==> src/rtl/hazard_ctrl.sv <==
// -----------------------------------------------------------------------------
// hazard_ctrl
//
// Hazard and stall controller for the five-stage pipelined CPU.
// Compares the D-stage operand reads (Tuse) against pending writes in E and M
// (Tnew), and produces:
//   - freeze enables for the PC and the F/D register,
//   - the bubble request that clears the D/E register,
//   - forwarding-mux selects for the D and E stages.
// Also holds the mult/div busy counter, which stalls HI/LO users while a
// mult/div is in flight.
//
// Ports
//   i_clk            pipeline clock, rising edge
//   i_reset          asynchronous, active-low; clears the busy counter
//   i_rs_D, i_rt_D   D-stage source register addresses
//   i_Tuse_rs/rt     cycles until D needs rs/rt (3 = operand unused)
//   i_A1_E, i_A2_E   rs/rt of the E-stage instruction
//   i_A3_E/M/W       destination register of E/M/W
//   i_RegWrite_E/M/W stage writes the register file
//   i_Tnew_E/M       cycles until the stage result is ready (0 = ready)
//   i_md_start_E     E holds mult/multu/div/divu
//   i_md_is_div_E    qualifies i_md_start_E: 1 = div/divu
//   i_md_use_D       D holds mult/div/mfhi/mflo/mthi/mtlo
//   o_PC_en, o_FD_en PC / F/D register write enables
//   o_DE_flush       bubble into the D/E register
//   o_busy           mult/div unit busy
//   o_FwdRS_D/RT_D   D forward select: 0 = RF, 1 = M result, 2 = E result
//   o_FwdA_E/B_E     E forward select: 0 = pipe reg, 1 = W result, 2 = M result
// -----------------------------------------------------------------------------
module hazard_ctrl #(
   parameter int unsigned MULT_CYCLES = 5,
   parameter int unsigned DIV_CYCLES  = 10
) (
   input  logic       i_clk,
   input  logic       i_reset,
   input  logic [4:0] i_rs_D,
   input  logic [4:0] i_rt_D,
   input  logic [1:0] i_Tuse_rs,
   input  logic [1:0] i_Tuse_rt,
   input  logic [4:0] i_A1_E,
   input  logic [4:0] i_A2_E,
   input  logic [4:0] i_A3_E,
   input  logic [4:0] i_A3_M,
   input  logic [4:0] i_A3_W,
   input  logic       i_RegWrite_E,
   input  logic       i_RegWrite_M,
   input  logic       i_RegWrite_W,
   input  logic [1:0] i_Tnew_E,
   input  logic [1:0] i_Tnew_M,
   input  logic       i_md_start_E,
   input  logic       i_md_is_div_E,
   input  logic       i_md_use_D,
   output logic       o_PC_en,
   output logic       o_FD_en,
   output logic       o_DE_flush,
   output logic       o_busy,
   output logic [1:0] o_FwdRS_D,
   output logic [1:0] o_FwdRT_D,
   output logic [1:0] o_FwdA_E,
   output logic [1:0] o_FwdB_E
);

   // Counter must hold the longer of the two latencies; never narrower than 4.
   localparam int unsigned MaxCycles = (DIV_CYCLES > MULT_CYCLES) ? DIV_CYCLES : MULT_CYCLES;
   localparam int unsigned CntWRaw   = $clog2(MaxCycles + 1);
   localparam int unsigned CntW      = (CntWRaw < 4) ? 4 : CntWRaw;

   localparam logic [1:0] TuseNone = 2'd3;

   // Operand read in D collides with a result that will not be ready in time.
   function automatic logic f_hit(input logic [4:0] rd, input logic [1:0] tuse,
                                  input logic [4:0] a3, input logic rw,
                                  input logic [1:0] tnew);
      return (tuse != TuseNone) && (rd != 5'd0) && (rd == a3) && rw && (tnew > tuse);
   endfunction

   // D-stage select: E result wins over M result when both are ready.
   function automatic logic [1:0] f_fwd_d(input logic [4:0] rd);
      logic [1:0] sel;
      sel = 2'd0;
      if (rd != 5'd0) begin
         if ((rd == i_A3_E) && i_RegWrite_E && (i_Tnew_E == 2'd0)) begin
            sel = 2'd2;
         end else if ((rd == i_A3_M) && i_RegWrite_M && (i_Tnew_M == 2'd0)) begin
            sel = 2'd1;
         end
      end
      return sel;
   endfunction

   // E-stage select: M result wins over W result.
   function automatic logic [1:0] f_fwd_e(input logic [4:0] ra);
      logic [1:0] sel;
      sel = 2'd0;
      if (ra != 5'd0) begin
         if ((ra == i_A3_M) && i_RegWrite_M && (i_Tnew_M == 2'd0)) begin
            sel = 2'd2;
         end else if ((ra == i_A3_W) && i_RegWrite_W) begin
            sel = 2'd1;
         end
      end
      return sel;
   endfunction

   logic [CntW-1:0] r_cnt;
   logic [CntW-1:0] w_cnt_next;
   logic            w_busy;
   logic            w_stall_rf;
   logic            w_stall_md;
   logic            w_stall;

   // ---------------------------------------------------------------------------
   // Mult/div busy counter
   // ---------------------------------------------------------------------------
   always_comb begin
      w_cnt_next = r_cnt;
      // A new mult/div in E reloads even while a previous one is still counting.
      if (i_md_start_E) begin
         w_cnt_next = i_md_is_div_E ? CntW'(DIV_CYCLES) : CntW'(MULT_CYCLES);
      end else if (r_cnt != '0) begin
         w_cnt_next = r_cnt - CntW'(1);
      end
   end

   always_ff @(posedge i_clk or negedge i_reset) begin
      if (!i_reset) begin
         r_cnt <= '0;
      end else begin
         r_cnt <= w_cnt_next;
      end
   end

   assign w_busy = (r_cnt != '0);

   // ---------------------------------------------------------------------------
   // Stall generation
   // ---------------------------------------------------------------------------
   always_comb begin
      w_stall_rf = f_hit(i_rs_D, i_Tuse_rs, i_A3_E, i_RegWrite_E, i_Tnew_E)
                 | f_hit(i_rs_D, i_Tuse_rs, i_A3_M, i_RegWrite_M, i_Tnew_M)
                 | f_hit(i_rt_D, i_Tuse_rt, i_A3_E, i_RegWrite_E, i_Tnew_E)
                 | f_hit(i_rt_D, i_Tuse_rt, i_A3_M, i_RegWrite_M, i_Tnew_M);
      // md_start_E covers the cycle the mult/div itself sits in E, before busy rises.
      w_stall_md = i_md_use_D & (w_busy | i_md_start_E);
      w_stall    = w_stall_rf | w_stall_md;
   end

   // D/E is never frozen: a stall only holds PC and F/D and injects a bubble.
   assign o_PC_en    = ~w_stall;
   assign o_FD_en    = ~w_stall;
   assign o_DE_flush = w_stall;
   assign o_busy     = w_busy;

   // ---------------------------------------------------------------------------
   // Forwarding selects
   // ---------------------------------------------------------------------------
   assign o_FwdRS_D = f_fwd_d(i_rs_D);
   assign o_FwdRT_D = f_fwd_d(i_rt_D);
   assign o_FwdA_E  = f_fwd_e(i_A1_E);
   assign o_FwdB_E  = f_fwd_e(i_A2_E);

endmodule

==> config.mk <==
export PLATFORM = sky130hd
export DESIGN_NAME = hazard_ctrl
export DESIGN_NICKNAME = d
export VERILOG_FILES = /design/src/rtl/hazard_ctrl.sv
export SDC_FILE = /design/constraint.sdc
export NUM_CORES = 1
export LEC_CHECK = 0
export CAP_MARGIN = 15
export CORE_MARGIN = 4
export CORE_UTILIZATION = 28
export DETAILED_ROUTE_END_ITERATION = 8
export DONT_BUFFER_PORTS = 1
export PLACE_DENSITY = 0.48
export REMOVE_ABC_BUFFERS = 1
export SLEW_MARGIN = 10
export SYNTH_ARGS = -nofsm -noshare
export SYNTH_HDL_FRONTEND = slang
export SYNTH_SLANG_ARGS = --single-unit
==> constraint.sdc <==
create_clock -name i_clk -period 3.6 [get_ports i_clk]
set_clock_uncertainty 0.2 [all_clocks]
set_input_delay 0.72 -clock i_clk [delete_from_list [all_inputs] [get_ports i_clk]]
set_output_delay 0.72 -clock i_clk [all_outputs]
set_load 0.1 [all_outputs]
==> impl_metrics.ini <==
[global_route]
grt_max_degree = 7
grt_pass1_wl_um = 4950
antenna_found_initial = 0
grt_pass1_vias = 1070
grt-ovfl-total = 0
grt_usage_pct = 12.3

[power_and_ir_drop]
p_per_area_nw_per_um2 = 223
p_leak_uw = 0.000506
irDropWorstVdd_v = 0.0000760
p_total_uw = 303

[synth]
ys_seq_area_share_pct = 9.52
synth_top_area_cell = xnor2_1
synth_cell_type_count = 36
syn_area_um2 = 1050
avgSynthCellArea_um2 = 7.96
ys_warn_count = 0
synthMostInstantiatedCell = xnor2_1
yosysTopAreaCellShare_pct = 23.3
ys_async_sr_fraction_pct = 100
synth_area_leaders = xnor2_1 (23%), ha_1 (12%), xor2_1 (12%)
yosys_register_bits = 4
synth_edf_count = 0
syn_inst = 132
synth_common_cells = xnor2_1 (28), xor2_1 (14), ha_1 (10), inv_1 (9), nor2_1 (8)
synthFlopType = dfrtp_1

[layout]
fin_cells = 192
stdcell_area_um2 = 1360
regMostFlops = r_cnt
antennaDiodeCount = 0
largest_reg_flops = 4
drive_above_1_share_pct = 16.4
nFillCells = 362
area_delta_synth_final_pct = 29.3
nets = 209
reg_top3 = r_cnt (4)
post-route-util_pct = 39.2

[floorplan]
initial_core_util_pct = 30.3
dieArea_um2 = 4800
std_cell_rows = 21
die_w_um = 69.3
core_um2 = 3470
die_h_um = 69.3
pin_count = 63

[clock_network]
htree_levels = 1
postCtsResizedCells = 0
root_buffer = clkbuf_8
cts_sinks = 4
postCtsSetupBuffers = 0
clk_pin_slew_ps = 30
cts_tree = built
ctsHoldBuffers = 0
cts_buffers = 3
cts_buffer_depth = 2
clkLatencyLatePin_ps = 210

[timing]
finalSetupViolCount = 0
rsz0062_at_grt = no
fin_ws_ps = 314
fmax_mhz = 304
final_hold_viol_count = 0
finalCritPeriodShare_pct = 91.3
period_needed_ps = 3290
drv_slew = 0
worst_slew_pin_slew_ps = 584
relSlewSlack_pct = 61.0

[placement]
place_area_um2 = 1310
place_inst = 188
dpl_worst_slack_ps = 317
hpwl_um = 2820
port_buffers = 0
gp_congestion = 0.824

[detailed_routing]
drc = 0
wl_per_cell_um = 16.1
firstDrtPassIters = 4
via_per_inst = 5.21
drtAntennaViolNets = 0
dr_total_vias = 1000
drtIter0Drc = 43
wirelength_um = 3090

[hold_path]
hold_start = r_cnt[3]
hold_depth = 2
min_to = r_cnt[3]
hp-class = reg2reg

[critical_path]
r2r_slack_ps = 1820
crit_path_start_kind = input pin
required_ps = 2680
reg2reg_to = r_cnt[1]
reg2regPathDepth = 8
path_class = in2out
arrival_ps = 2370
r2r-start = r_cnt[0]
cp_max_fo = 2
cp-end-kind = output port

[outcome]
status = finished clean

[job]
cap_violations = 0
-- cell type report --
type                       instances  area (um2)  share of cell area (%)
timing repair buffer              12         175                    12.9
sequential                         4         100                    7.37
clock buffer                       3        41.3                    3.04
tap                               46        57.6                    4.24
multi-input combinational        118         951                    70.0
inverter                           9        33.8                    2.49
-- per-stage QoR --
stage	setup TNS, ps	hold slack (ps)
after floorplan	-6480	224
after global placement	0	225
after detailed placement	0	225
after CTS	0	1.71
after global routing	0	445
final	0	409
-- cells in the final DEF (no fill, tap or decap), types with 3 or more instances in the layout --
cell,instances
xor2_1,14
xnor2_1,28
and3_1,3
nor3_1,4
or4_1,3
clkbuf_8,3
dfrtp_1,4
nand4_1,6
a21oi_1,3
inv_1,9
nor2_1,7
nand2_1,5
nor4_2,5
clkbuf_16,4
ha_1,10
buf_4,6
-- logic make-up after synthesis --
| kind of cell | synth area share (%) |
|---|---|
| flops | 9.52 |
| simple gates | 27.0 |
| fa+ha+maj | 11.9 |
| buf+inv | 3.93 |
| xor+xnor | 35.0 |
| compound gates | 12.6 |
-- per-layer routing --
layer | global-route usage (%) | share of wire [%]
met3 | 5.80 | 12
met5 | 0 | 0
met4 | 2.60 | 0
met1 | 13.4 | 40
met2 | 21.6 | 48
-- power by group --
| group | internal, uW | leakage (uW) | switching [uW] |
|---|---|---|---|
| combinational | 68.5 | 0.000437 | 84.5 |
| sequential | 53.0 | 0.0000466 | 5.71 |
| clock | 71.0 | 0.0000216 | 20.0 |
-- worst max-delay path, cell delays in order --
cell,delay (ps)
inv_1,40
ha_1,310
a21bo_1,190
a2111o_1,370
o22ai_1,150
nand2_1,100
and4b_2,270
buf_12,200
-- worst max-delay path by stage --
stage                              to  slack [ps]  cells past startpoint         start
after floorplan           o_FwdA_E[1]       -1390                      3   i_Tnew_M[1]
after global placement        o_FD_en         370                      8  i_Tuse_rt[1]
after detailed placement      o_FD_en         320                      8  i_Tuse_rt[1]
after CTS                     o_FD_en         320                      8  i_Tuse_rt[1]
after global routing          o_FD_en         230                      8  i_Tuse_rt[1]
final                         o_FD_en         310                      8  i_Tuse_rt[1]
Note: power is estimated with default switching activity, not from simulation.
